## src/rtl/float_adder_arbiter.sv

```systemverilog
// float_adder_arbiter: round-robin sharing of one FloatAdder among NUM_REQ requesters; FADD_ARB_TIMEOUT_EN enables the WAIT watchdog
module float_adder_arbiter #(
    parameter int NUM_REQ = 4,
    parameter int TIMEOUT = 64
) (
    input  logic                   Clock,
    input  logic                   Reset,
    input  logic [NUM_REQ-1:0]     ReqValid,
    input  logic [32*NUM_REQ-1:0]  ReqOp1,
    input  logic [32*NUM_REQ-1:0]  ReqOp2,
    output logic [NUM_REQ-1:0]     ReqReady,
    output logic [NUM_REQ-1:0]     RspValid,
    output logic [31:0]            RspResult,
    output logic [31:0]            AdderOp1,
    output logic [31:0]            AdderOp2,
    output logic                   AdderInputValid,
    input  logic [31:0]            AdderResult,
    input  logic                   AdderResultValid,
    output logic                   Busy,
    output logic                   TimeoutErr
);
    localparam int IW = $clog2(NUM_REQ);
    typedef enum logic [1:0] {IDLE, ISSUE, WAIT, RESPOND} state_t;
    state_t state, state_next;
    logic [IW-1:0] ptr, gnt, pick;
    logic found, seen_low, capture, expire;
    logic [31:0] op1, op2, result;
    if (NUM_REQ < 2 || NUM_REQ > 8 || TIMEOUT < 1) begin : g_bad_param
        $error("float_adder_arbiter: parameter out of range");
    end
    assign capture = state == WAIT && AdderResultValid && seen_low;
`ifdef FADD_ARB_TIMEOUT_EN
    localparam int CW = $clog2(TIMEOUT + 1);
    logic [CW-1:0] cnt;
    logic to_flag;
    assign expire = state == WAIT && !capture && cnt == CW'(TIMEOUT - 1);
    assign TimeoutErr = state == RESPOND && to_flag;
    // Watchdog: counter runs only in WAIT; flag remembers whether RESPOND came from expiry
    always_ff @(posedge Clock) begin
        if (Reset) begin
            cnt <= '0;
            to_flag <= 1'b0;
        end else begin
            cnt <= state == WAIT ? cnt + 1'b1 : '0;
            if (state == WAIT) to_flag <= expire;
        end
    end
`else
    assign expire = 1'b0;
    assign TimeoutErr = 1'b0;
`endif
    // Round-robin search starting at ptr, ascending modulo NUM_REQ
    always_comb begin
        found = 1'b0;
        pick = '0;
        for (int k = 0; k < NUM_REQ; k++) begin
            if (!found && ReqValid[IW'((int'(ptr) + k) % NUM_REQ)]) begin
                found = 1'b1;
                pick = IW'((int'(ptr) + k) % NUM_REQ);
            end
        end
    end
    // Next-state and strobe outputs; grants are suppressed while Reset is high
    always_comb begin
        state_next = state;
        ReqReady = '0;
        RspValid = '0;
        AdderInputValid = 1'b0;
        if (state == IDLE && found && !Reset) begin
            state_next = ISSUE;
            ReqReady = {{(NUM_REQ-1){1'b0}}, 1'b1} << pick;
        end
        if (state == ISSUE) begin
            state_next = WAIT;
            AdderInputValid = 1'b1;
        end
        if (state == WAIT && (capture || expire)) state_next = RESPOND;
        if (state == RESPOND) begin
            state_next = IDLE;
            RspValid = {{(NUM_REQ-1){1'b0}}, 1'b1} << gnt;
        end
    end
    assign Busy = state != IDLE;
    assign AdderOp1 = op1;
    assign AdderOp2 = op2;
    assign RspResult = result;
    // State register
    always_ff @(posedge Clock) begin
        if (Reset) state <= IDLE;
        else state <= state_next;
    end
    // Grant latch, edge qualification of the adder result, and pointer advance
    always_ff @(posedge Clock) begin
        if (Reset) begin
            ptr <= '0;
            gnt <= '0;
            op1 <= '0;
            op2 <= '0;
            result <= '0;
            seen_low <= 1'b0;
        end else begin
            if (state == IDLE && found) begin
                gnt <= pick;
                op1 <= ReqOp1[32*pick +: 32];
                op2 <= ReqOp2[32*pick +: 32];
            end
            seen_low <= state == WAIT && (seen_low || !AdderResultValid);
            if (capture) result <= AdderResult;
            else if (expire) result <= 32'h7FC00000;
            if (state == RESPOND) ptr <= (gnt == IW'(NUM_REQ - 1)) ? '0 : gnt + 1'b1;
        end
    end
endmodule

```

## config.mk

```make
export PLATFORM = sky130hd
export DESIGN_NAME = float_adder_arbiter
export DESIGN_NICKNAME = d
export VERILOG_FILES = /design/src/rtl/float_adder_arbiter.sv
export SDC_FILE = /design/constraint.sdc
export NUM_CORES = 1
export LEC_CHECK = 0
export ABC_AREA = 1
export BUFFER_PORTS_ARGS = -buffer_cell sky130_fd_sc_hd__buf_2
export CAP_MARGIN = 20
export CORE_AREA = 2 2 158 160
export DETAILED_ROUTE_END_ITERATION = 8
export DIE_AREA = 0 0 160 162
export SYNTH_ARGS = -nofsm -noshare
export SYNTH_HDL_FRONTEND = slang
export SYNTH_SLANG_ARGS = --single-unit
```

## constraint.sdc

```tcl
create_clock -name Clock -period 5.6 [get_ports Clock]
set_clock_uncertainty 0.1 [all_clocks]
set_input_delay 1.68 -clock Clock [delete_from_list [all_inputs] [get_ports Clock]]
set_output_delay 1.68 -clock Clock [all_outputs]
set_load 0.005 [all_outputs]
```

==> results.py <==
metrics = {
    "grt": {
        "grt_pass1_wl_um": 42700,
        "grt-ovfl-total": 0,
        "antenna_found_initial": 3,
        "grt_usage": 0.202,
        "grt_start_max_net_pins": 74,
        "grt_pass1_vias": 8343,
    },
    "timing": {
        "worstMarginPinSlew_ps": 999,
        "slew_headroom": 0.333,
        "fmax_ghz": 0.202,
        "layout_min_cycle_time_ps": 4960,
        "fin_hold_ws_ps": 357,
        "final_max_slew_viol_count": 0,
        "tns_ps": 0,
        "period_share": 0.885,
        "setup_viol": 0,
        "hold_viol_final": 0,
        "rsz0062_at_grt": "no",
    },
    "routing": {
        "routedWlPerCell_um": 14.5,
        "dr.pass1.iters": 5,
        "drc_errors": 0,
        "ant_nets": 0,
        "vias_per_cell": 4.76,
        "drtIter0Drc": 582,
        "vias": 9010,
        "wirelength_um": 27500,
    },
    "place": {
        "place.gp.congestion": 0.871,
        "port_buffers": 400,
        "dpl.hpwl_um": 19700,
    },
    "clocking": {
        "path_clk_slew_ps": 70,
        "cts-buffers-inserted": 9,
        "h-tree-depth": 3,
        "cts_setup_buffers": 0,
        "clock_latency_ps": 360,
        "ctsLongestPathBuffers": 2,
        "cts_resized": 0,
        "cts_tree": "yes",
        "clock-sinks": 103,
        "cts_hold_buf": 0,
        "cts_root_buf": "clkbuf_16",
    },
    "worst_setup_path": {
        "critical_path.startpoint_type": "input pin",
        "crit_buf_inv": 4,
        "crit_required_ps": 3820,
        "worstPathArrival_ps": 3180,
        "slowest_delay_ps": 230,
        "cp_top_family": "simple AND/OR/NAND/NOR gates",
        "cpMaxStageDelayCell": "buf_4",
        "worstPathCellList": "buf_2, inv_1, nand2_1, nand3_1, nand2_2, nor2_4, nand3b_1, nand3_1, nand2_2, buf_4, nor3_1, buf_2",
        "critical_path_class": "input pin to primary output",
        "critPathMaxFanout": 27,
        "endpoint_kind": "primary output",
    },
    "floorplanning": {
        "start_util": 0.294,
        "dieArea_mm2": 0.0259,
        "coreArea_mm2": 0.0241,
        "die_w_um": 160,
        "die_h_um": 162,
        "boundaryPins": 402,
        "rows": 57,
    },
    "power_and_ir_drop": {
        "peakVddDrop_mv": 0.228,
        "power_w": 0.00422,
        "p_leak_nw": 5.60,
        "power_per_cell_area_mw_per_mm2": 452,
    },
    "layout": {
        "area_growth_syn_to_layout_pct": 32.0,
        "final_core_utilization": 0.387,
        "finalNetCount": 1863,
        "drive_gt1_frac": 0.284,
    },
    "synthesis": {
        "seq_area_frac_synth": 0.291,
        "syn_avg_cell_area_um2": 5.71,
        "syn_area_mm2": 0.00708,
        "yosys_warnings": 0,
        "yosys.cell_types.count": 25,
        "syn_nets": 1538,
        "yosysTopAreaCell": "dfxtp_1",
        "synth_top_area_frac": 0.291,
        "syn_inst": 1239,
        "synth_seq_cells": 103,
        "yosys-top-cells-area": "dfxtp_1 (29%), nand2_1 (26%), nand4_1 (11%)",
    },
    "min_path": {
        "hold_path.class": "flip-flop to flip-flop",
    },
    "run_status": {
        "status": "completed",
    },
    "run": {
        "drv_cap": 0,
    },
}
==> worst paths after layout <==
path                       start                        to  slack (ps)  cells after the start
min reg2reg  seen_low$_SDFF_PP0_       seen_low$_SDFF_PP0_         360                      2
max reg2reg  ptr[0]$_SDFFE_PP0P_  AdderOp2[1]$_SDFFE_PP0P_        2210                     16
max                  ReqValid[3]               ReqReady[3]         640                     12
min          seen_low$_SDFF_PP0_       seen_low$_SDFF_PP0_         360                      2
==> layout by cell type, fill, tap and decap left out, types with 5 or more instances in the layout <==
cell type / instances
buf_2: 400
buf_4: 17
clkbuf_16: 9
dfxtp_1: 103
inv_1: 81
inv_6: 5
nand2_1: 487
nand3_1: 72
nand4_1: 130
nor2_1: 199
o21ai_0: 34
==> synthesized netlist by cell type <==
library cell,count
o21ai_1,1
a21oi_1,4
inv_6,1
nand2_2,3
inv_2,4
buf_6,11
buf_2,62
buf_1,3
inv_1,81
nor2_4,1
a211oi_1,1
nand3_2,3
ha_1,4
nand3_1,72
nor3_1,4
o21ai_0,34
clkbuf_1,17
o22ai_1,1
nand4_1,130
nand2_1,488
conb_1,1
buf_4,10
nor2_1,199
nand3b_1,1
dfxtp_1,103
==> worst register-to-register path, delay by kind of cell, from the launching register on <==
kind,cells,cell delay [ps]
AND/OR/NAND/NOR,12,1320
flip-flops,1,640
buffers and inverters,4,1280
==> power by group <==
part / total [W] / internal, W / switching (W)
combinational: 0.00256 / 0.000871 / 0.00169
sequential: 0.00104 / 0.000934 / 0.000105
clock: 0.000621 / 0.000307 / 0.000314
total: 0.00422 / 0.00211 / 0.00211
==> through the flow <==
step                      std cells  setup slack (ps)  area [um^2]
after CTS                      1893               601         9340
after detailed placement       1877               612         9060
after global routing           1894               512         9340
final                          1894               643         9340
after floorplan                1239               974         7080
after global placement         1877               657         9060
==> logic make-up (layout without fill, tap and decap cells) <==
logic type,after synthesis,in the layout,share of synthesized area
DFF,103,103,0.291
adders and majority gates,4,4,0.00707
other,1,2,0.000530
AOI/OAI and AO/OA,41,41,0.0295
and+or+nand+nor,901,901,0.543
buffers and inverters,189,519,0.129
==> state kept, by name, indices dropped and copies added (netlist names) <==
| signal | cells |
|---|---|
| RspResult | 32 |
| seen_low | 1 |
| AdderOp1 | 32 |
| state | 2 |
| AdderOp2 | 32 |
| gnt | 2 |
| ptr | 2 |
==> area by class of cell <==
cell class	count	area, um^2
diodes	1	2.50
well taps	324	405
flip-flops and latches	103	2060
clock buffers	9	225
repair buffers	417	2130
fillers	2755	14800
inverters	86	330
clock inverters	7	52.6
multi-input cells	947	4130
==> layer usage <==
metal	up-vias	routed length [um]	global-route usage
met5	-	27	0
met1	4056	11600	0.245
li1	4582	-	-
met4	4	412	0.0500
met3	30	2240	0.0516
met2	338	13200	0.359
No activity file was read; power rests on OpenSTA's default activity.
